==> config.mk <==
export PLATFORM = sky130hd
export DESIGN_NAME = alu_uart_interface
export DESIGN_NICKNAME = d
export VERILOG_FILES = /design/src/rtl/alu_uart_interface.sv
export SDC_FILE = /design/constraint.sdc
export NUM_CORES = 1
export LEC_CHECK = 0
export BUFFER_PORTS_ARGS = -buffer_cell sky130_fd_sc_hd__buf_2
export CORE_MARGIN = 2
export CORE_UTILIZATION = 53
export CTS_BUF_LIST = sky130_fd_sc_hd__clkbuf_4 sky130_fd_sc_hd__clkbuf_8
export CTS_CLUSTER_SIZE = 20
export DETAILED_ROUTE_END_ITERATION = 8
export PLACE_DENSITY = 0.88
export SETUP_SLACK_MARGIN = 0.02
export SYNTH_ARGS = -nofsm -noshare
export SYNTH_HDL_FRONTEND = slang
export SYNTH_SLANG_ARGS = --single-unit
==> constraint.sdc <==
create_clock -name i_clk -period 2.55 [get_ports i_clk]
set_clock_uncertainty 0.15 [all_clocks]
set_input_delay 0.51 -clock i_clk [delete_from_list [all_inputs] [get_ports i_clk]]
set_output_delay 0.51 -clock i_clk [all_outputs]
set_load 0.01 [all_outputs]
==> src/rtl/alu_uart_interface.sv <==
// -----------------------------------------------------------------------------
// alu_uart_interface
//
// Sequencer between a UART RX/TX pair and a combinational ALU. Three received
// bytes are collected in order (operand 1, operand 2, operation code). They are
// presented to the ALU as registered inputs. The ALU result is then captured
// and handed to the UART TX as one byte with a single-cycle start pulse.
//
// Ports:
//   i_clk         system clock, rising edge
//   i_rst         synchronous active-high reset
//   i_rx_data     byte from UART RX, valid while i_rx_done=1
//   i_rx_done     one-cycle pulse, new RX byte available
//   i_tx_done     one-cycle pulse, UART TX finished the byte
//   i_alu_result  combinational ALU output
//   o_alu_data_1  registered ALU operand 1
//   o_alu_data_2  registered ALU operand 2
//   o_alu_ctrl    registered ALU operation code
//   o_tx_data     byte for UART TX, held until the next result
//   o_tx_start    one-cycle pulse requesting transmission of o_tx_data
//   o_busy        high while a result is being sent (S_SEND, S_WAIT_TX)
//   o_rx_drop     one-cycle pulse when an RX byte is discarded
// -----------------------------------------------------------------------------
module alu_uart_interface #(
    parameter int NB_DATA = 8,
    parameter int NB_OP   = 6
) (
    input  logic               i_clk,
    input  logic               i_rst,
    input  logic [NB_DATA-1:0] i_rx_data,
    input  logic               i_rx_done,
    input  logic               i_tx_done,
    input  logic [NB_DATA-1:0] i_alu_result,
    output logic [NB_DATA-1:0] o_alu_data_1,
    output logic [NB_DATA-1:0] o_alu_data_2,
    output logic [NB_OP-1:0]   o_alu_ctrl,
    output logic [NB_DATA-1:0] o_tx_data,
    output logic               o_tx_start,
    output logic               o_busy,
    output logic               o_rx_drop
);

    typedef enum logic [2:0] {
        S_DATA_1,
        S_DATA_2,
        S_OPCODE,
        S_SEND,
        S_WAIT_TX
    } state_t;

    state_t             state, state_next;
    logic [NB_DATA-1:0] data_1_next, data_2_next, tx_data_next;
    logic [NB_OP-1:0]   ctrl_next;
    logic               tx_start_next, busy_next, rx_drop_next;

    always_comb begin
        // NOTE: every signal gets a default first so no path leaves one unassigned (no latches).
        state_next    = state;
        data_1_next   = o_alu_data_1;
        data_2_next   = o_alu_data_2;
        ctrl_next     = o_alu_ctrl;
        tx_data_next  = o_tx_data;
        tx_start_next = 1'b0;
        rx_drop_next  = 1'b0;

        case (state)
            S_DATA_1: begin
                if (i_rx_done) begin
                    data_1_next = i_rx_data;
                    state_next  = S_DATA_2;
                end
            end
            S_DATA_2: begin
                if (i_rx_done) begin
                    data_2_next = i_rx_data;
                    state_next  = S_OPCODE;
                end
            end
            S_OPCODE: begin
                if (i_rx_done) begin
                    // Upper bits of the opcode byte are not part of the ALU code.
                    ctrl_next  = i_rx_data[NB_OP-1:0];
                    state_next = S_SEND;
                end
            end
            S_SEND: begin
                // ALU inputs have been stable since the opcode edge, so the
                // result sampled here belongs to this transaction.
                tx_data_next  = i_alu_result;
                tx_start_next = 1'b1;
                // A byte arriving while the result is being latched cannot be
                // used either; it is flagged like any other discarded byte.
                rx_drop_next  = i_rx_done;
                state_next    = S_WAIT_TX;
            end
            S_WAIT_TX: begin
                rx_drop_next = i_rx_done;
                if (i_tx_done) begin
                    state_next = S_DATA_1;
                end
            end
            default: begin
                state_next = S_DATA_1;
            end
        endcase

        // Registered busy follows the state being entered, so it is high from
        // the S_SEND cycle through the cycle in which i_tx_done is sampled.
        busy_next = (state_next == S_SEND) || (state_next == S_WAIT_TX);
    end

    always_ff @(posedge i_clk) begin
        // NOTE: reset is sampled on the clock edge only; it overrides any coincident RX byte.
        if (i_rst) begin
            state        <= S_DATA_1;
            o_alu_data_1 <= '0;
            o_alu_data_2 <= '0;
            o_alu_ctrl   <= '0;
            o_tx_data    <= '0;
            o_tx_start   <= 1'b0;
            o_busy       <= 1'b0;
            o_rx_drop    <= 1'b0;
        end else begin
            // NOTE: non-blocking assignments so every register updates from pre-edge values.
            state        <= state_next;
            o_alu_data_1 <= data_1_next;
            o_alu_data_2 <= data_2_next;
            o_alu_ctrl   <= ctrl_next;
            o_tx_data    <= tx_data_next;
            o_tx_start   <= tx_start_next;
            o_busy       <= busy_next;
            o_rx_drop    <= rx_drop_next;
        end
    end

endmodule

==> impl_metrics.tcl, run 1 <==
set metrics [dict create \
    status "finished clean" \
    htreeDepth 2 \
    syn-num-nets 165 \
    hpwl_mm 2.02 \
    synth_edf_count 0 \
    gp_congestion 0.720 \
    drtIter0Drc 12 \
    grt_pass1_wl_mm 4.26 \
    clk_pin_slew_ns 0.11 \
    seq_area_frac_synth_pct 53.9 \
    grt_pass1_vias 950 \
    crit_path_max_incr_delay_ns 0.56 \
    timing.slew.headroom_pct 59.1 \
    clkLatencyLatePin_ns 0.33 \
    cts-root-buf "clkbuf_4" \
    placed_cells 216 \
    ios 53 \
    total_power_w 0.00104 \
    area_growth_pct 23.1 \
    firstDrtPassIters 4 \
    final_antenna_net_count 0 \
    power_density_mw_per_mm2 631 \
    ys_types 21 \
    instances_no_fill 224 \
    wl_mm 2.81 \
    fin_area_mm2 0.00165 \
    timing_max_transition_violations_final 0 \
    die_h_um 54.2 \
    ys_seq_elements 36 \
    port_buffers 52 \
    worst-path-buf-inv 0 \
    ir_worst_vdd_v 0.000464 \
    p_leak_nw 0.742 \
    tns_ns 0 \
    ys.flop_type "dfxtp_1" \
    die_area_mm2 0.00294 \
    drive_above_1_share_pct 32.0 \
    final_hold_viol_count 0 \
    cp.arrival_ns 1.79 \
    rsz0062_at_grt "false" \
    track_usage_pct 20.7 \
    post-route-util_pct 67.7 \
    yosysTopAreaCellShare_pct 53.9 \
    die_x_um 54.2 \
    min_period_ns 1.73 \
    via_per_inst 5.02 \
    gr-usage-met1_pct 24.4 \
    yosys_warnings 0 \
    final_cell_mix "buf_2 (52), dfxtp_1 (36), nand2_1 (33)" \
    antenna_found_initial 0 \
    fmax_mhz 577 \
    avgRoutedWirePerCell_um 12.6 \
    required_ns 2.61 \
    tritoncts "done" \
    met2_usage_pct 33.7 \
    path_cells "and4bb_1 -> mux2i_1 -> nor2_1" \
    vias 1125 \
    initial_utilization_pct 55.0 \
    antennaDiodeCount 0 \
    netlist_top_cells_area "dfxtp_1 (54%), mux2i_1 (10%), nand2_1 (9.3%)" \
    coreArea_mm2 0.00243 \
    critPathKind "reg -> reg" \
    grt_use_met3_pct 8.74 \
    syn_area_mm2 0.00134 \
    crit_path_end_kind "flip-flop" \
    crit_fanout 11 \
    cts-buffers-inserted 5 \
    cap_violations 0 \
    layout_worst_path_cycle_share_pct 67.9 \
    clock_sink_count 36 \
    rows 18 \
    synth_largest_area_cell "dfxtp_1" \
    grt_max_degree 37 \
    clock_path_buffers 2 \
    overflow 0 \
    cts_resized 0 \
    post_cts_buffers 0 \
    grt-busiest-layer "met2" \
    path_delay_family "simple AND/OR/NAND/NOR gates" \
    crit_slowest_cell "and4bb_1" \
    tightest_slew_ns 0.613 \
    hp-class "in -> reg" \
    drc 0 \
    async_reset_ff_share_pct 0 \
    setup_viol 0 \
    postSynthCellCount 145 \
    mostFrequentLayoutCell "buf_2" \
    syn_area_per_cell_um2 9.22 \
    cts_hold_buf 0 \
    start_kind "flip-flop" \
    place_area_mm2 0.00158 \
    fin_nets 213 \
]
[path summary, 6_finish.rpt]
path | from | to | slack (ns) | cells after the start
setup / recovery | state[0] | o_alu_data_2[6] | 0.82 | 3
hold / removal | i_alu_result[7] | o_tx_data[7] | 0.25 | 3
setup reg to reg | state[0] | o_alu_data_2[6] | 0.82 | 3
hold reg to reg | o_alu_data_1[7] | o_alu_data_1[7] | 0.31 | 2
[cells by family (layout without fill, tap and decap cells)]
group / count (synthesis) / in the layout / share of synthesized area [%]
AND/OR/NAND/NOR: 61 / 61 / 22.8
AO/OA/AOI/OAI: 22 / 22 / 8.42
buffers and inverters: 12 / 61 / 4.40
multiplexers: 14 / 14 / 10.5
flip-flops: 36 / 36 / 53.9
[synth_stat cells (2+ instances only)]
library cell / count
nand2_1: 33
buf_4: 2
mux2i_1: 14
clkbuf_1: 3
and4bb_1: 2
buf_2: 5
a21oi_1: 20
dfxtp_1: 36
nor2_1: 16
nand3b_1: 3
[stage by stage]
| stage | setup WS, ns | hold slack (ns) |
|---|---|---|
| 2_1_floorplan | 1.08 | 0.331 |
| 3_3_place_gp | 0.818 | 0.290 |
| 3_5_place_dp | 0.754 | 0.296 |
| 4_1_cts | 0.828 | 0.250 |
| 5_1_grt | 0.743 | 0.245 |
| 6_report | 0.817 | 0.252 |
[flip-flops by register name, summed over array words and instances, names as in the netlist]
name,flops
o_tx_start,1
o_alu_ctrl,6
state,3
o_alu_data_2,8
o_busy,1
o_rx_drop,1
o_alu_data_1,8
o_tx_data,8
[power by group]
part	switching, W	leakage, nW	internal (W)
Combinational	0.0000590	0.410	0.0000459
Clock	0.000181	0.0394	0.000157
Sequential	0.0000148	0.292	0.000581
[area by class of cell]
class                   instances  area [µm²]
fillers                       200         786
repair buffers                 52         260
clock buffers                   8        66.3
multi-input cells              97         558
well taps                      30        37.5
flip-flops and latches         36         721
inverters                       1        3.75
[tightest hold or removal path, cell delays in order]
cell     delay [ns]
buf_2          0.10
nand2_1        0.04
a21oi_1        0.05
[layer usage]
metal,vias to the layer above,share of wire (%),routed length [µm]
met1,513,41,1160
met5,-,0,0
li1,575,-,-
met4,0,2.2,61
met3,7,5.0,140
met2,30,52,1450
Note: power is estimated with default switching activity, not from simulation.
==> run 2, diff against run 1 <==
--- a/config.mk
+++ b/config.mk
@@ -6,12 +6,13 @@
 export NUM_CORES = 1
 export LEC_CHECK = 0
 export BUFFER_PORTS_ARGS = -buffer_cell sky130_fd_sc_hd__buf_2
+export CORE_ASPECT_RATIO = 2
 export CORE_MARGIN = 2
-export CORE_UTILIZATION = 53
+export CORE_UTILIZATION = 49
 export CTS_BUF_LIST = sky130_fd_sc_hd__clkbuf_4 sky130_fd_sc_hd__clkbuf_8
 export CTS_CLUSTER_SIZE = 20
 export DETAILED_ROUTE_END_ITERATION = 8
-export PLACE_DENSITY = 0.88
+export PLACE_DENSITY = 0.83
 export SETUP_SLACK_MARGIN = 0.02
 export SYNTH_ARGS = -nofsm -noshare
 export SYNTH_HDL_FRONTEND = slang
==> constraint.sdc (replaced) <==
create_clock -name i_clk -period 1.7 [get_ports i_clk]
set_clock_uncertainty 0.15 [all_clocks]
set_input_delay 0.34 -clock i_clk [delete_from_list [all_inputs] [get_ports i_clk]]
set_output_delay 0.34 -clock i_clk [all_outputs]
set_load 0.01 [all_outputs]
==> run 2 against run 1 <==
Effect of this change:
- clock-buffer cell count stayed put
- routed wire length is 6.9% higher
- sequential share of layout area is 1.3 points lower
- register-to-register slack worse by 0.71 ns
- critical path depth stayed put
- first-iteration DRC count is 100% higher
- combinational power is 56% higher
- cell area is 3.1% higher
- maximum frequency is 8.8% higher
- setup slack worse by 0.71 ns
- critical path type unchanged
- largest power group unchanged
- highest routed layer unchanged
==> impl_metrics.tcl, run 2 (same netlist as run 1, synthesis figures left out) <==
set metrics [dict create \
    power.switching_w 0.000393 \
    drc 0 \
    tns_ns 0 \
    via_per_inst 5.21 \
    final_antenna_net_count 0 \
    tritoncts "done" \
    grt_max_degree 37 \
    power_frac_seq_pct 52.4 \
    pwr-share-clk_pct 37.9 \
    grt_pass1_vias 1090 \
    cts-buffers-inserted 5 \
    worst-path-buf-inv 0 \
    firstDrtPassIters 4 \
    cts-root-buf "clkbuf_8" \
    p_int_w 0.00131 \
    timing_max_transition_violations_final 0 \
    cap_violations 0 \
    largest_registers "o_alu_data_1 (8), o_alu_data_2 (8), o_tx_data (8)" \
    coreArea_mm2 0.00257 \
    rows 26 \
    r2r_end "o_alu_data_1[1]" \
    comb_power_share_pct 9.6 \
    clk_pin_slew_ns 0.07 \
    drive_above_1_share_pct 33.0 \
    grt_pass1_wl_mm 4.88 \
    r2r_slack_ns 0.11 \
    cts_hold_buf 0 \
    initial_utilization_pct 52.0 \
    clkLatencyLatePin_ns 0.29 \
    crit_fanout 11 \
    die_area_mm2 0.00319 \
    cts_resized 0 \
    hpwl_mm 2.16 \
    die_x_um 40.9 \
    post-route-util_pct 66.1 \
    start_kind "flip-flop" \
    fmax_mhz 628 \
    multi_input_area_um2 558 \
    path_delay_family "simple AND/OR/NAND/NOR gates" \
    overflow 0 \
    avgRoutedWirePerCell_um 13.4 \
    ios 53 \
    final_cell_mix "buf_2 (52), dfxtp_1 (36), nand2_1 (33)" \
    nFillCells 220 \
    vias 1172 \
    sw_frac_of_total_pct 23.1 \
    wl_mm 3.01 \
    min_period_ns 1.59 \
    htreeDepth 2 \
    fin_nets 216 \
    rr_startpoint "state[0]" \
    startpoint "state[0]" \
    crit_path_end_kind "flip-flop" \
    clock_sink_count 36 \
    gp_congestion 0.728 \
    path_cells "or4b_1 -> nand2_1 -> a21oi_1" \
    status "finished clean" \
    p_leak_nw 0.771 \
    crit_end "o_alu_data_1[1]" \
    worstRegToRegCells 3 \
    track_usage_pct 22.4 \
    crit_slowest_cell "or4b_1" \
    ir_worst_vdd_v 0.000700 \
    drtIter0Drc 24 \
    required_ns 1.70 \
    antennaDiodeCount 0 \
    whs_ns 0.137 \
    layout_worst_path_cycle_share_pct 93.7 \
    timing.slew.headroom_pct 59.0 \
    crit_path_max_incr_delay_ns 0.69 \
    die_h_um 77.9 \
    hp-class "in -> reg" \
    clock_path_buffers 2 \
    tightest_slew_ns 0.616 \
    setup_viol 0 \
    cp.arrival_ns 1.59 \
    cp.depth 3 \
    area_growth_pct 26.9 \
    port_buffers 52 \
    antenna_found_initial 0 \
    rsz0062_at_grt "false" \
    post_cts_buffers 0 \
    ff_latch_area_um2 721 \
    critPathKind "reg -> reg" \
    mostFrequentLayoutCell "buf_2" \
    power_density_mw_per_mm2 1000 \
    final_hold_viol_count 0 \
]
[run 2: cell types whose count changed in the layout (fill, tap and decap cells not counted)]
cell | before | now
clkbuf_4 | 7 | 2
clkbuf_8 | 1 | 6
buf_4 | 0 | 3
[run 2: final cells by class]
class | instances | share of cell area (%)
sequential | 36 | 42.4
multi-input combinational | 97 | 32.9
timing repair buffer | 55 | 16.7
clock buffer | 8 | 5.75
tap | 28 | 2.06
inverter | 1 | 0.221
[run 2: worst reg2reg max path, cell delays in order, from the launching register on]
cell     delay, ns
dfxtp_1       0.41
or4b_1        0.69
nand2_1       0.13
a21oi_1       0.07
[run 2: how the worst min path moves through the flow]
stage | start | to | slack, ns | cells after the start
detailed placement | o_tx_data[3] | o_tx_data[3] | 0.30 | 2
finish | i_alu_result[0] | o_tx_data[0] | 0.14 | 3
global route | i_alu_result[1] | o_tx_data[1] | 0.15 | 3
CTS | i_alu_result[0] | o_tx_data[0] | 0.13 | 3
global placement | o_tx_data[0] | o_tx_data[0] | 0.29 | 2
floorplan | i_rx_data[0] | o_alu_data_1[0] | 0.33 | 2
[run 2: layer usage]
layer	global-route usage (%)	share of wire [%]	vias to the layer above
met2	34.4	54	35
met4	12.0	2.6	0
li1	-	-	581
met3	6.86	4.9	7
met5	0	0	-
met1	25.7	38	549
[run 2: power by group through the flow]
stage	Sequential [W]	Clock, W	Combinational, W
global route	0.000895	0.000677	0.000183
global placement	0.000908	0	0.000158
finish	0.000891	0.000645	0.000164
floorplan	0.000917	0	0.0000911
CTS	0.000891	0.000657	0.000165
detailed placement	0.000910	0	0.000164
[run 2: metrics by stage]
step | total power [W] | setup slack (ns) | std cells | instance area, µm²
2_1_floorplan | 0.00101 | 0.332 | 145 | 1340
3_3_place_gp | 0.00107 | 0.162 | 217 | 1600
3_5_place_dp | 0.00107 | 0.113 | 217 | 1600
4_1_cts | 0.00171 | 0.118 | 225 | 1700
5_1_grt | 0.00175 | 0.0322 | 225 | 1700
6_report | 0.00170 | 0.108 | 225 | 1700
